===== src/rtl/mips_hazard_unit.sv =====
// Decode-stage forwarding and stall controller for the pipelined MIPS core.
// Tracks in-flight register writers over FWD_DEPTH stages (slot 0 = EX),
// resolves rs/rt operands from the youngest matching writer, raises load-use
// and MUL/DIV stalls, and keeps a busy counter for the MUL/DIV unit.
module mips_hazard_unit #(
   parameter int unsigned DATA_W    = 32,
   parameter int unsigned REG_AW    = 5,
   parameter int unsigned FWD_DEPTH = 3,
   parameter int unsigned LOAD_LAT  = 1,
   parameter int unsigned MD_LAT    = 32
) (
   input  logic                        clk,
   input  logic                        rst_n,
   input  logic                        dec_valid,
   input  logic                        flush,
   input  logic [REG_AW-1:0]           rs_addr,
   input  logic [REG_AW-1:0]           rt_addr,
   input  logic                        rs_used,
   input  logic                        rt_used,
   input  logic [REG_AW-1:0]           dest_addr,
   input  logic                        dest_we,
   input  logic                        is_load,
   input  logic                        is_md,
   input  logic                        reads_hilo,
   input  logic [DATA_W-1:0]           rs_rf_data,
   input  logic [DATA_W-1:0]           rt_rf_data,
   input  logic [FWD_DEPTH*DATA_W-1:0] stage_data,
   output logic [DATA_W-1:0]           rs_data,
   output logic [DATA_W-1:0]           rt_data,
   output logic                        stall,
   output logic                        md_busy
);

   localparam int unsigned MDC_W = $clog2(MD_LAT + 1);

   typedef struct packed {
      logic              haz;
      logic [DATA_W-1:0] data;
   } res_t;

   // Per-slot writer tracking
   logic [FWD_DEPTH-1:0] vld_q, vld_d;
   logic [FWD_DEPTH-1:0] we_q,  we_d;
   logic [FWD_DEPTH-1:0] ld_q,  ld_d;
   logic [REG_AW-1:0]    dest_q [FWD_DEPTH];
   logic [REG_AW-1:0]    dest_d [FWD_DEPTH];

   logic [MDC_W-1:0]     md_cnt_q, md_cnt_d;

   res_t rs_res, rt_res;
   logic md_haz;
   logic issue;
   logic md_issue;

   // Youngest matching slot wins: the scan stops at the first hit from slot 0.
   // A load hit before LOAD_LAT has no data yet, so it becomes a hazard.
   function automatic res_t resolve(input logic [REG_AW-1:0] src,
                                    input logic              used,
                                    input logic [DATA_W-1:0] rf);
      res_t r;
      logic found;
      r.haz  = 1'b0;
      r.data = rf;
      found  = 1'b0;
      for (int unsigned i = 0; i < FWD_DEPTH; i++) begin
         if (!found && vld_q[i] && we_q[i] && (dest_q[i] == src) &&
             (src != '0) && used) begin
            found = 1'b1;
            if (ld_q[i] && (i < LOAD_LAT))
               r.haz = 1'b1;
            else
               r.data = stage_data[i*DATA_W +: DATA_W];
         end
      end
      return r;
   endfunction

   // Operand resolution, hazard detection and stall generation
   always_comb begin
      rs_res   = resolve(rs_addr, rs_used, rs_rf_data);
      rt_res   = resolve(rt_addr, rt_used, rt_rf_data);
      md_busy  = (md_cnt_q != '0);
      md_haz   = dec_valid & (reads_hilo | is_md) & md_busy;
      stall    = dec_valid & ~flush & (rs_res.haz | rt_res.haz | md_haz);
      rs_data  = rs_res.data;
      rt_data  = rt_res.data;
      issue    = dec_valid & ~stall & ~flush;
      md_issue = issue & is_md;
   end

   // Next slot contents: decode enters slot 0, every entry moves one slot down
   always_comb begin
      vld_d     = '0;
      we_d      = '0;
      ld_d      = '0;
      for (int unsigned i = 0; i < FWD_DEPTH; i++) dest_d[i] = '0;
      vld_d[0]  = issue;
      we_d[0]   = issue & dest_we;
      ld_d[0]   = issue & is_load;
      dest_d[0] = issue ? dest_addr : '0;
      for (int unsigned i = 1; i < FWD_DEPTH; i++) begin
         vld_d[i]  = vld_q[i-1];
         we_d[i]   = we_q[i-1];
         ld_d[i]   = ld_q[i-1];
         dest_d[i] = dest_q[i-1];
      end
   end

   // MUL/DIV busy counter: reload on issue, otherwise count down to zero
   always_comb begin
      md_cnt_d = md_cnt_q;
      if (md_issue)
         md_cnt_d = MDC_W'(MD_LAT);
      else if (md_cnt_q != '0)
         md_cnt_d = md_cnt_q - MDC_W'(1);
   end

   // Slot and counter registers
   always_ff @(posedge clk or negedge rst_n) begin
      if (!rst_n) begin
         vld_q    <= '0;
         we_q     <= '0;
         ld_q     <= '0;
         md_cnt_q <= '0;
         for (int unsigned i = 0; i < FWD_DEPTH; i++) dest_q[i] <= '0;
      end else begin
         vld_q    <= vld_d;
         we_q     <= we_d;
         ld_q     <= ld_d;
         md_cnt_q <= md_cnt_d;
         for (int unsigned i = 0; i < FWD_DEPTH; i++) dest_q[i] <= dest_d[i];
      end
   end

endmodule


===== config.mk =====
export PLATFORM = sky130hd
export DESIGN_NAME = mips_hazard_unit
export DESIGN_NICKNAME = d
export VERILOG_FILES = /design/src/rtl/mips_hazard_unit.sv
export SDC_FILE = /design/constraint.sdc
export NUM_CORES = 1
export LEC_CHECK = 0
export BUFFER_PORTS_ARGS = -buffer_cell sky130_fd_sc_hd__buf_2
export CORE_MARGIN = 5
export CORE_UTILIZATION = 38
export CTS_CLUSTER_DIAMETER = 30
export DETAILED_ROUTE_END_ITERATION = 16
export GPL_ROUTABILITY_DRIVEN = 0
export PLACE_DENSITY = 0.74
export SKIP_LAST_GASP = 1
export SLEW_MARGIN = 40
export SYNTH_ARGS = -nofsm -noshare
export SYNTH_HDL_FRONTEND = slang
export SYNTH_SLANG_ARGS = --single-unit

===== constraint.sdc =====
create_clock -name clk -period 4.6 [get_ports clk]
set_input_delay 0.92 -clock clk [delete_from_list [all_inputs] [get_ports clk]]
set_output_delay 0.92 -clock clk [all_outputs]
set_load 0.005 [all_outputs]

* Word level (Yosys, flattened, before mapping)
Cells that the tools add are included.
** Storage, ports and cells
- Register bits after elaboration :: 28
- Bits in latches :: 0
- Bits in writable memories :: 0
- ROM bits :: 0
- Input port bits :: 185
- Output and inout port bits :: 66
- Word-level logic and storage cells :: 79
- Memories kept :: 0
** Cells by class
- Add/subtract/negate cells :: 1
- Multipliers :: 0
- Div/mod/pow operators :: 0
- Order comparisons :: 0
- Eq/ne operators :: 6
- Shifts and indexed selects :: 0
- Muxes and demuxes :: 16
- Bitwise operators :: 14
- Reduce and logical (&&, ||, !) cells :: 35
** Operators with widths (count)
- two-way mux 32 bit :: 6
- two-way mux 33 bit :: 2
- equality test 5 bit :: 6
- logical AND 1 bit :: 27
- two-way mux 6 bit :: 2
- nonzero test 5 bit :: 2
- AND 1 bit :: 9
- nonzero test 6 bit :: 1
- subtractor 6 x 1 -> 6 bit, second input constant :: 1
- two-way mux 1 bit :: 5
- two-way mux 5 bit :: 1
- logical NOT 1 bit :: 4
- bitwise OR 1 bit :: 3
- NOT 1 bit :: 2
- nonzero test 2 bit :: 1

* Logic depth before layout (Yosys ltp)
Gate-level depths: netlist of run 1.
- Depth in word-level cells :: 19
- Gate-level depth with buffers :: 7
- Depth with buffers taken out :: 6

* Worst setup path before layout of run 1
OpenSTA, ideal clock, no wires.
- Path kind :: input-to-output
- Start point :: in rs_addr[0]
- End point :: out rs_data[10]
- Arrival :: 2.498 ns
- Required time :: 3.680 ns
- Setup slack :: 1.182 ns
- Stages :: 6
- Buffers on the path :: 1
- Path through :: xor2_1 > or4_4 > nor4_4 > buf_6 > mux2i_1 > o221ai_2
** Between the ends
- Cells in the longest elaborated chain, start to end :: 19
- Elaborated cells between the ends (all ways) :: 24
- Classes of those cells :: eq/ne: 3; mux: 5; reduce/logical: 16
** RTL lines
- from (decl) :: line 16 : input logic [REG_AW-1:0] rs_addr,
- equality test 5 bit :: line 66 : if (!found && vld_q[i] && we_q[i] && (dest_q[i] == src) &&
- logical AND 1 bit (2 in a row) :: line 66
- logical AND 1 bit :: line 67 : (src != '0) && used) begin
- two-way mux 1 bit :: line 66
- logical NOT 1 bit :: line 66
- logical AND 1 bit (4 in a row) :: line 66
- logical AND 1 bit :: line 67
- two-way mux 1 bit :: line 66
- logical NOT 1 bit :: line 66
- logical AND 1 bit (4 in a row) :: line 66
- logical AND 1 bit :: line 67
- two-way mux 32 bit * :: line 66
- to (decl) :: line 28 : output logic [DATA_W-1:0] rs_data,
Mark *: on every way between the ends. The rest lies on a longest branch, timed or not.

* Worst setup path after layout of run 1
- Start point :: in rt_addr[1]
- End point :: out rt_data[18]
** Between the ends
- Cells in the longest elaborated chain, start to end :: 19
- Elaborated cells between the ends (all ways) :: 24
- Classes of those cells :: eq/ne: 3; mux: 5; reduce/logical: 16
** RTL lines
- from (decl) :: line 17 : input logic [REG_AW-1:0] rt_addr,
- equality test 5 bit :: line 66
- logical AND 1 bit (2 in a row) :: line 66
- logical AND 1 bit :: line 67
- two-way mux 1 bit :: line 66
- logical NOT 1 bit :: line 66
- logical AND 1 bit (4 in a row) :: line 66
- logical AND 1 bit :: line 67
- two-way mux 1 bit :: line 66
- logical NOT 1 bit :: line 66
- logical AND 1 bit (4 in a row) :: line 66
- logical AND 1 bit :: line 67
- two-way mux 32 bit * :: line 66
- to (decl) :: line 29 : output logic [DATA_W-1:0] rt_data,
Marked as above.

==> results of run 1 <==
==> layer usage <==
| layer | GRT usage [%] | vias to the layer above |
|---|---|---|
| li1 | - | 1954 |
| met1 | 29.7 | 1960 |
| met2 | 41.6 | 304 |
| met3 | 4.19 | 49 |
| met4 | 11.8 | 2 |
| met5 | 0 | - |
==> cells by family (layout without fill, tap and decap cells) <==
logic type	count (synthesis)	count (layout)	share of synthesized area [%]
compound gates	81	81	21.9
xor+xnor	31	31	8.28
mux	66	66	20.2
flops	28	28	21.4
other cells	0	5	0
buf+inv	69	301	9.43
simple gates	110	110	18.4
fa+ha+maj	1	1	0.382
==> sequential cells by signal (all words and copies together), names as in the netlist <==
name and count:
ld_q 1, dest_q 5, dest_d 10, md_cnt_q 6, we_q 3, vld_q 3
==> worst max-delay path: cells and delay by family <==
family | cells | cell delay, ns
buffers and inverters | 4 | 0.93
AO/OA/AOI/OAI | 3 | 0.81
AND/OR/NAND/NOR | 2 | 0.63
==> worst max path at each step <==
stage                     from           to  slack (ns)  cells past startpoint
detailed placement  rt_addr[1]  rt_data[26]        0.41                      9
finish              rt_addr[1]  rt_data[18]        0.38                      9
global placement    rt_addr[1]   rt_data[6]        0.48                      7
global route        rt_addr[1]  rt_data[23]        0.27                      9
floorplan           rs_addr[0]  rs_data[10]        1.18                      6
CTS                 rt_addr[1]  rt_data[26]        0.42                      9
==> through the flow <==
stage	total power [mW]	worst slack (ns)	utilization [%]	hold slack, ns	instance area, µm²
finish	0.835	0.379	56.4	0.382	4680
global route	0.893	0.271	56.4	0.393	4680
CTS	0.839	0.416	56.2	0.382	4660
floorplan	0.484	1.18	-	0.354	3280
detailed placement	0.649	0.412	55.3	0.361	4590
global placement	0.634	0.483	55.3	0.359	4590
==> cell type report <==
cell class	count	area [µm²]	share of cell area, %
clock buffer	3	41.3	0.883
tap	105	131	2.81
multi-input combinational	289	2290	48.9
clock inverter	1	30.0	0.642
timing repair buffer	262	1340	28.7
sequential	28	701	15.0
inverter	35	131	2.81
antenna	5	12.5	0.268
==> synth_stat cells, types with 4 or more instances <==
| cell type | n |
|---|---|
| sky130_fd_sc_hd__clkbuf_1 | 15 |
| sky130_fd_sc_hd__nand2_1 | 7 |
| sky130_fd_sc_hd__nor3b_1 | 7 |
| sky130_fd_sc_hd__inv_1 | 35 |
| sky130_fd_sc_hd__nand3_1 | 65 |
| sky130_fd_sc_hd__nor2_1 | 6 |
| sky130_fd_sc_hd__o21ai_0 | 4 |
| sky130_fd_sc_hd__o221ai_2 | 7 |
| sky130_fd_sc_hd__nand4_1 | 5 |
| sky130_fd_sc_hd__mux2i_1 | 65 |
| sky130_fd_sc_hd__buf_2 | 13 |
| sky130_fd_sc_hd__xor2_1 | 7 |
| sky130_fd_sc_hd__o221ai_1 | 57 |
| sky130_fd_sc_hd__o21a_1 | 4 |
| sky130_fd_sc_hd__xnor2_1 | 24 |
| sky130_fd_sc_hd__nor3_1 | 8 |
| sky130_fd_sc_hd__dfrtp_1 | 28 |
==> power by group through the flow <==
stage / combinational, mW / sequential (mW) / clock (mW)
floorplan: 0.175 / 0.309 / 0
global placement: 0.320 / 0.314 / 0
detailed placement: 0.331 / 0.317 / 0
CTS: 0.334 / 0.312 / 0.194
global route: 0.372 / 0.317 / 0.204
finish: 0.333 / 0.312 / 0.190
==> results_tabular.tex, run 1 <==
\begin{tabular}{lr}
\hline
Metric & Value \\
\hline
\multicolumn{2}{l}{\textbf{Status}} \\
Run status & finished, final reports clean \\
\multicolumn{2}{l}{\textbf{Logic synthesis}} \\
Part of the Yosys area used for sequential elements & 21.4\% \\
Largest cells by area after synthesis & sky130\_fd\_sc\_hd\_\_dfrtp\_1 (21\%), sky130\_fd\_sc\_hd\_\_mux2i\_1 (20\%), sky130\_fd\_sc\_hd\_\_o221ai\_1 (15\%) \\
Summed instance area of the synthesized netlist & 3280 µm² \\
Post-synth top area cell & sky130\_fd\_sc\_hd\_\_dfrtp\_1 \\
Ys flop type & sky130\_fd\_sc\_hd\_\_dfrtp\_1 \\
Share of the synthesized area in the top cell type & 21.4\% \\
Number of flops mapped to enable cells by yosys & 0 \\
Post-Synthesis Net Count & 572 \\
Proportion of register bits with asynchronous set or reset after synthesis & 100\% \\
Yosys warns & 0 \\
Count of state elements after synthesis & 28 \\
Syn Area/Cell & $\sim$8.5 µm² \\
Number of unique standard cell types used by synthesis & 35 \\
Synthesized instance count & 386 \\
\multicolumn{2}{l}{\textbf{Pwr}} \\
Proportion of power drawn by flip-flops and latches & between 30\% and 40\% \\
Power per cell area & 179 nW/µm² \\
Net Switching & about 270 µW \\
Clock share of power & between 20\% and 30\% \\
Peak supply drop & between 200 and 250 µV \\
Part of the power in combinational logic & 39.8\% \\
Net Sw Frac & 31.8\% \\
Leakage power & 2.07 nW \\
Internal power contribution & 570 µW \\
\multicolumn{2}{l}{\textbf{Floorplanning}} \\
Number of placement rows & 33 \\
Floorplan die height & 103 µm \\
Die outline area & around 11,000 µm² \\
Effective utilization at floorplan & between 30\% and 40\% \\
I/O pin cnt & between 200 and 300 \\
Standard cell core area & 8300 µm² \\
Horizontal extent of the die & 103 µm \\
\multicolumn{2}{l}{\textbf{Critical path}} \\
Category of the most critical setup path & input port to primary output \\
Capturing element type of the critical path & primary output \\
Arrival @ worst endpoint & 3.30 ns \\
R2r worst-path depth & 5 \\
RR Startpoint & dest\_d[5] \\
Worst Path Required & around 3.7 ns \\
Largest driver fanout on the critical path & 32 \\
Worst path slowest cell & sky130\_fd\_sc\_hd\_\_or4\_1 \\
Critical Path Max Stage Delay & 0.52 ns \\
FF-to-FF End & dest\_d[6] \\
Cell Chain, Critical Path & buf\_2, or4\_1, o21ai\_1, o21ba\_2, buf\_4, nand3b\_1, buf\_4, o221ai\_1, buf\_2 \\
Register-to-register setup slack & between 2 and 3 ns \\
Crit path launch type & input port \\
\multicolumn{2}{l}{\textbf{Clock tree}} \\
Clock latency reported for the late side of the worst-skew pair & between 0.2 and 0.3 ns \\
Hold\_buf cts & 0 \\
Gates resized, CTS repair & 0 \\
Maximum clock insertion buffer count & 2 \\
Number of buffers added for setup after CTS & 0 \\
Number of buffers inserted during clock tree synthesis & 3 \\
Clock slew at reported path FFs & 0.09 ns \\
CTS root buffer & sky130\_fd\_sc\_hd\_\_clkbuf\_8 \\
H-Tree Depth & 1 \\
TritonCTS clock tree & built \\
Number of sinks on the clock net & 28 \\
\multicolumn{2}{l}{\textbf{Min path}} \\
Tightest Hold Check Type & flip-flop to flip-flop \\
Number of cells on the worst hold path & 0 \\
End point of the worst hold path & vld\_q[2] \\
Hold path startpoint & vld\_q[1] \\
\multicolumn{2}{l}{\textbf{Global routing}} \\
Total global routing track utilization & 24.4\% \\
Number of global-route vias before repair & 4,112 \\
Initial antenna violation count & 6 \\
Largest net degree at the start of global routing & 34 \\
Gr ovfl total & 0 \\
Global-route wire length before repair & 20,600 µm \\
\multicolumn{2}{l}{\textbf{Route}} \\
Via count & between 4,000 and 5,000 \\
Avg WL per Cell & 19.7 µm \\
Total detailed-routing wirelength & 14,300 µm \\
Drc violations & 0 \\
Ratio of routed vias to standard cells & $\sim$5.9 \\
Metal2 WL & between 7000 and 8000 µm \\
First-pass iteration count of the detailed router & 7 \\
Wl on met1 & 5160 µm \\
Final ANT Viol Nets & 0 \\
Highest Signal Layer & met5 \\
DR iter-0 viols & a little over 200 \\
Met3 wire length & 1490 µm \\
\multicolumn{2}{l}{\textbf{Final layout}} \\
Most common cell after layout, fill and taps aside & sky130\_fd\_sc\_hd\_\_buf\_2 \\
Count of placed standard cells in the final layout, fillers left out & 728 \\
Fraction of final layout cells with drive strength greater than 1 & 45.8\% \\
Area delta synth->final & 42.7\% \\
Nets & 805 \\
Filler Cell Count & 778 \\
Top library cells by usage in the layout, fill and taps aside & sky130\_fd\_sc\_hd\_\_buf\_2 (250), sky130\_fd\_sc\_hd\_\_mux2i\_1 (65), sky130\_fd\_sc\_hd\_\_nand3\_1 (65) \\
\multicolumn{2}{l}{\textbf{Timing}} \\
Clock skew after layout & 0.00445 ns \\
Total Negative Setup Slacks & 0 ns \\
Normalized max-slew margin & 53.7\% \\
Fin crit share & a little over 90\% \\
Unrepaired setup endpoints after global routing & no \\
Highest clock frequency the design can meet & around 240 MHz \\
Number of setup violations in the final report & 0 \\
Clock period minus worst slack & 4.22 ns \\
Worst-Margin Slew & 0.694 ns \\
Final hold viol count & 0 \\
Number of pins exceeding their max-slew limit in the final report & 0 \\
\multicolumn{2}{l}{\textbf{Place}} \\
Count of input and output buffers & 250 \\
Post-Place Cells & 719 \\
Dpl hpwl & 11,700 µm \\
\multicolumn{2}{l}{\textbf{Job}} \\
Number of max-capacitance violations reported & 0 \\
\hline
\end{tabular}
No activity file was read; power rests on OpenSTA's default activity.
==> run 2, diff against run 1 <==
==> constraint.sdc (replaced) <==
create_clock -name clk -period 4.6 [get_ports clk]
set_input_delay 0.92 -clock clk [delete_from_list [all_inputs] [get_ports clk]]
set_output_delay 0.92 -clock clk [all_outputs]
set_load 0.02 [all_outputs]
==> run 2 against run 1 <==
Worst setup slack improved by 0.14 ns. Power grew 4.4%. Combinational power up 11%. Largest cell class unchanged. Highest routed layer unchanged.
==> results_tabular.tex, run 2 (synthesis results as in run 1) <==
\begin{tabular}{lr}
\hline
Metric & Value \\
\hline
\multicolumn{2}{l}{\textbf{Status}} \\
Run status & finished, final reports clean \\
\multicolumn{2}{l}{\textbf{Route}} \\
Drc violations & 0 \\
Via count & 4,281 \\
Ratio of routed vias to standard cells & 5.88 \\
Final ANT Viol Nets & 0 \\
Avg WL per Cell & 19.9 µm \\
First-pass iteration count of the detailed router & 5 \\
DR iter-0 viols & 170 \\
Total detailed-routing wirelength & 14,500 µm \\
\multicolumn{2}{l}{\textbf{Clock tree}} \\
Number of buffers added for setup after CTS & 0 \\
Number of sinks on the clock net & 28 \\
TritonCTS clock tree & built \\
CTS root buffer & sky130\_fd\_sc\_hd\_\_clkbuf\_8 \\
Clock latency reported for the late side of the worst-skew pair & $\sim$0.27 ns \\
Clock slew at reported path FFs & about 0.090 ns \\
Hold\_buf cts & 0 \\
Maximum clock insertion buffer count & 2 \\
Number of buffers inserted during clock tree synthesis & 3 \\
H-Tree Depth & 1 \\
Gates resized, CTS repair & 0 \\
\multicolumn{2}{l}{\textbf{Final layout}} \\
Nets & 806 \\
Largest register FFs & 10 \\
Most common cell after layout, fill and taps aside & sky130\_fd\_sc\_hd\_\_buf\_2 \\
Area delta synth->final & 42.8\% \\
Top library cells by usage in the layout, fill and taps aside & sky130\_fd\_sc\_hd\_\_buf\_2 (250), sky130\_fd\_sc\_hd\_\_mux2i\_1 (65), sky130\_fd\_sc\_hd\_\_nand3\_1 (65) \\
Fraction of final layout cells with drive strength greater than 1 & 45.7\% \\
\multicolumn{2}{l}{\textbf{Job}} \\
Number of max-capacitance violations reported & 0 \\
\multicolumn{2}{l}{\textbf{Pwr}} \\
Net Sw Frac & about a third \\
Clock share of power & between 20\% and 30\% \\
Internal power contribution & 571 µW \\
Peak supply drop & approximately 220 µV \\
Part of the power in combinational logic & 42.5\% \\
Proportion of power drawn by flip-flops and latches & between 30\% and 40\% \\
Leakage power & 2.07 nW \\
Power per cell area & 186 nW/µm² \\
Net Switching & 302 µW \\
\multicolumn{2}{l}{\textbf{Floorplanning}} \\
Horizontal extent of the die & 103 µm \\
Die outline area & 10,600 µm² \\
I/O pin cnt & 251 \\
Floorplan die height & 103 µm \\
Effective utilization at floorplan & 39.5\% \\
Number of placement rows & 33 \\
Standard cell core area & 8300 µm² \\
\multicolumn{2}{l}{\textbf{Global routing}} \\
Global Route met3 Usage & 5.01\% \\
Met2 usage in global routing & 43.0\% \\
Number of global-route vias before repair & 4,213 \\
GRT met1 Usage & 29.1\% \\
Largest net degree at the start of global routing & 34 \\
GRT Max-Usage Layer & met2 \\
Total global routing track utilization & 24.7\% \\
Global-route wire length before repair & 21,000 µm \\
Initial antenna violation count & 4 \\
Gr ovfl total & 0 \\
\multicolumn{2}{l}{\textbf{Timing}} \\
Number of pins exceeding their max-slew limit in the final report & 0 \\
Highest clock frequency the design can meet & 245 MHz \\
Total Negative Setup Slacks & 0 ns \\
Worst-Margin Slew & 0.600 ns \\
Unrepaired setup endpoints after global routing & no \\
Fin crit share & a little under 90\% \\
Number of setup violations in the final report & 0 \\
Normalized max-slew margin & roughly three fifths \\
Worst Slack Setup Final & 0.519 ns \\
Clock skew after layout & 0.00269 ns \\
Clock period minus worst slack & about 4.1 ns \\
Final hold viol count & 0 \\
\multicolumn{2}{l}{\textbf{Critical path}} \\
Largest driver fanout on the critical path & 19 \\
Arrival @ worst endpoint & between 3 and 4 ns \\
Capturing element type of the critical path & primary output \\
Category of the most critical setup path & input port to primary output \\
Crit path launch type & input port \\
Worst Path Required & 3.68 ns \\
\multicolumn{2}{l}{\textbf{Min path}} \\
Tightest Hold Check Type & flip-flop to flip-flop \\
\multicolumn{2}{l}{\textbf{Place}} \\
Count of input and output buffers & 250 \\
Worst slack at placement & 0.544 ns \\
Dpl hpwl & 11,700 µm \\
\hline
\end{tabular}
==> run 2: cell types whose count changed in the layout (fill, tap and decap cells not counted), sizes merged <==
| cell | before | now |
|---|---|---|
| buf | 262 | 263 |
| diode | 5 | 4 |
==> run 2: critical path, cell delays in order <==
cell	delay, ns
sky130_fd_sc_hd__buf_2	0.13
sky130_fd_sc_hd__or4_1	0.51
sky130_fd_sc_hd__o21ai_1	0.33
sky130_fd_sc_hd__o21ba_2	0.23
sky130_fd_sc_hd__o21a_1	0.29
sky130_fd_sc_hd__buf_4	0.31
sky130_fd_sc_hd__o221ai_1	0.23
sky130_fd_sc_hd__buf_2	0.21
==> run 2: layout make-up <==
| class | count | area (µm²) |
|---|---|---|
| Timing Repair Buffer | 263 | 1350 |
| Tap cell | 105 | 131 |
| Multi-Input combinational cell | 289 | 2290 |
| Fill cell | 775 | 3620 |
| Clock inverter | 1 | 30.0 |
| Inverter | 35 | 131 |
| Sequential cell | 28 | 701 |
| Clock buffer | 3 | 41.3 |
| Antenna cell | 4 | 10.0 |
==> run 2: final timing paths <==
check,endpoint,startpoint,slack [ns],depth (start not counted)
min,vld_q[2],vld_q[1],0.38,0
min in group asynchronous,md_cnt_q[4],rst_n,0.64,1
max,rt_data[14],rt_addr[1],0.52,8
min reg2reg,vld_q[2],vld_q[1],0.38,0
max in group asynchronous,dest_d[1],rst_n,3.57,1
max reg2reg,dest_d[9],dest_d[5],2.58,5
==> run 2: power by group through the flow <==
stage	sequential, mW	clock [mW]	combinational (mW)
after floorplan	0.309	0	0.212
after global placement	0.315	0	0.357
after detailed placement	0.317	0	0.369
after CTS	0.312	0.194	0.371
after global routing	0.318	0.203	0.411
final	0.312	0.190	0.371
==> run 2: stage by stage <==
| step | util (%) | power (mW) | instances | area [µm²] | hold WS [ns] |
|---|---|---|---|---|---|
| 6_report | 56.4 | 0.872 | 728 | 4680 | 0.383 |
| 5_1_grt | 56.4 | 0.932 | 727 | 4680 | 0.390 |
| 3_3_place_gp | 55.4 | 0.672 | 720 | 4600 | 0.361 |
| 3_5_place_dp | 55.4 | 0.686 | 720 | 4600 | 0.361 |
| 4_1_cts | 56.3 | 0.877 | 724 | 4670 | 0.382 |
| 2_1_floorplan | - | 0.521 | 386 | 3280 | 0.354 |
==> run 2: layer usage <==
layer  routed length, µm  part of all wire, %  up-vias
met1                5190                   36     1993
met4                 541                  3.7        2
met2                7270                   50      279
met5                  13                0.090        -
li1                    -                    -     1951
met3                1440                   10       56
==> run 3, diff against run 2 <==
--- a/config.mk
+++ b/config.mk
@@ -8,6 +8,7 @@
 export BUFFER_PORTS_ARGS = -buffer_cell sky130_fd_sc_hd__buf_2
 export CORE_MARGIN = 5
 export CORE_UTILIZATION = 38
+export CTS_BUF_LIST = sky130_fd_sc_hd__clkbuf_2
 export CTS_CLUSTER_DIAMETER = 30
 export DETAILED_ROUTE_END_ITERATION = 16
 export GPL_ROUTABILITY_DRIVEN = 0
==> run 3 against run 2 <==
Die area unchanged. Power shrank 5.0%. Final area down 0.51%. Critical path depth stayed put. Combinational power about the same. Hold slack gained 0.028 ns. Critical path type unchanged.
==> results_tabular.tex, run 3 (synthesis results as in run 1) <==
\begin{tabular}{lr}
\hline
Metric & Value \\
\hline
\multicolumn{2}{l}{\textbf{Final layout}} \\
Most common cell after layout, fill and taps aside & sky130\_fd\_sc\_hd\_\_buf\_2 \\
Nets & 806 \\
Count of placed standard cells in the final layout, fillers left out & roughly 730 \\
Post-route cell area & 4660 µm² \\
Final core occ & 56.1\% \\
Largest register FFs & 10 \\
Fraction of final layout cells with drive strength greater than 1 & between 40\% and 50\% \\
Top library cells by usage in the layout, fill and taps aside & sky130\_fd\_sc\_hd\_\_buf\_2 (250), sky130\_fd\_sc\_hd\_\_mux2i\_1 (65), sky130\_fd\_sc\_hd\_\_nand3\_1 (65) \\
Area delta synth->final & 42.1\% \\
\multicolumn{2}{l}{\textbf{Floorplanning}} \\
I/O pin cnt & 251 \\
Number of placement rows & 33 \\
Horizontal extent of the die & 103 µm \\
Floorplan die height & 103 µm \\
Die outline area & 10,600 µm² \\
Standard cell core area & 8300 µm² \\
Effective utilization at floorplan & 39.5\% \\
\multicolumn{2}{l}{\textbf{Clock tree}} \\
Clock latency reported for the late side of the worst-skew pair & about 0.37 ns \\
Hold\_buf cts & 0 \\
Number of buffers inserted during clock tree synthesis & 3 \\
Clock slew at reported path FFs & 0.25 ns \\
TritonCTS clock tree & built \\
Maximum clock insertion buffer count & 2 \\
Gates resized, CTS repair & 0 \\
Number of sinks on the clock net & 28 \\
CTS root buffer & sky130\_fd\_sc\_hd\_\_clkbuf\_2 \\
Number of buffers added for setup after CTS & 0 \\
H-Tree Depth & 1 \\
\multicolumn{2}{l}{\textbf{Pwr}} \\
Peak supply drop & around 220 µV \\
Power per cell area & 178 nW/µm² \\
Leakage power & 2.06 nW \\
\multicolumn{2}{l}{\textbf{Status}} \\
Run status & finished, final reports clean \\
\multicolumn{2}{l}{\textbf{Timing}} \\
Clock skew after layout & 0.00208 ns \\
Final hold viol count & 0 \\
Unrepaired setup endpoints after global routing & no \\
Highest clock frequency the design can meet & 245 MHz \\
Number of setup violations in the final report & 0 \\
Final Hold Slack & 0.411 ns \\
Normalized max-slew margin & 59.7\% \\
Worst-Margin Slew & 0.605 ns \\
Clock period minus worst slack & 4.08 ns \\
Total Negative Setup Slacks & 0 ns \\
Number of pins exceeding their max-slew limit in the final report & 0 \\
Fin crit share & between 80\% and 90\% \\
\multicolumn{2}{l}{\textbf{Route}} \\
Avg WL per Cell & 19.7 µm \\
Ratio of routed vias to standard cells & between 5 and 6 \\
Via count & 4,244 \\
First-pass iteration count of the detailed router & 5 \\
Drc violations & 0 \\
DR iter-0 viols & 244 \\
Final ANT Viol Nets & 0 \\
Total detailed-routing wirelength & 14,400 µm \\
\multicolumn{2}{l}{\textbf{Place}} \\
Dpl hpwl & between 10,000 and 15,000 µm \\
Post-Place Cells & 720 \\
Dpl cell area & $\sim$4600 µm² \\
Count of input and output buffers & 250 \\
\multicolumn{2}{l}{\textbf{Global routing}} \\
Initial antenna violation count & 4 \\
Gr ovfl total & 0 \\
Largest net degree at the start of global routing & 34 \\
Global-route wire length before repair & 20,900 µm \\
Total global routing track utilization & around a quarter \\
Number of global-route vias before repair & 4,182 \\
\multicolumn{2}{l}{\textbf{Critical path}} \\
Largest driver fanout on the critical path & 19 \\
Crit path launch type & input port \\
Arrival @ worst endpoint & 3.16 ns \\
Category of the most critical setup path & input port to primary output \\
Worst Path Required & 3.68 ns \\
Capturing element type of the critical path & primary output \\
R2r worst-path depth & 5 \\
\multicolumn{2}{l}{\textbf{Min path}} \\
Number of cells on the worst hold path & 0 \\
Tightest Hold Check Type & flip-flop to flip-flop \\
\multicolumn{2}{l}{\textbf{Job}} \\
Number of max-capacitance violations reported & 0 \\
\hline
\end{tabular}
==> run 3: power breakdown <==
| group | internal [mW] | switching [mW] | total [mW] | leakage, nW |
|---|---|---|---|---|
| sequential | 0.282 | 0.0294 | 0.311 | 0.372 |
| clock | 0.0748 | 0.0727 | 0.147 | 0.0266 |
| combinational | 0.172 | 0.198 | 0.370 | 1.66 |
| total | 0.529 | 0.300 | 0.829 | 2.06 |
==> run 3: layout make-up <==
class	instances	area, µm²
antenna	5	12.5
inverter	35	131
multi-input combinational	289	2290
tap	105	131
fill	781	3640
sequential	28	701
clock inverter	1	30.0
clock buffer	3	15.0
timing repair buffer	263	1350
==> run 3: final timing paths <==
check / slack (ns) / end / from
worst max-delay path: 0.52 / rt_data[14] / rt_addr[1]
worst min-delay path: 0.41 / vld_q[2] / vld_q[1]
worst max register to register: 2.55 / dest_d[9] / dest_d[5]
worst min register to register: 0.41 / vld_q[2] / vld_q[1]
max in group asynchronous: 3.73 / vld_q[1] / rst_n
min in group asynchronous: 0.50 / md_cnt_q[1] / rst_n
==> run 3: per-stage QoR <==
| step | power [mW] | setup slack [ns] |
|---|---|---|
| final | 0.829 | 0.520 |
| after global routing | 0.888 | 0.378 |
| after CTS | 0.830 | 0.540 |
| after detailed placement | 0.686 | 0.544 |
| after global placement | 0.672 | 0.553 |
| after floorplan | 0.521 | 0.983 |
==> run 3: metal layers <==
metal	routed length (µm)	track usage, %	share of wire (%)	vias to the layer above
met3	1460	4.74	10	47
met5	13	0	0.090	-
met1	5120	29.3	36	1969
met4	435	10.2	3.0	2
met2	7350	42.9	51	275
li1	-	-	-	1951
==> run 3: critical path, cell delays in order <==
cell	delay, ns
sky130_fd_sc_hd__buf_2	0.13
sky130_fd_sc_hd__or4_1	0.51
sky130_fd_sc_hd__o21ai_1	0.32
sky130_fd_sc_hd__o21ba_2	0.23
sky130_fd_sc_hd__o21a_1	0.29
sky130_fd_sc_hd__buf_4	0.31
sky130_fd_sc_hd__o221ai_1	0.23
sky130_fd_sc_hd__buf_2	0.21
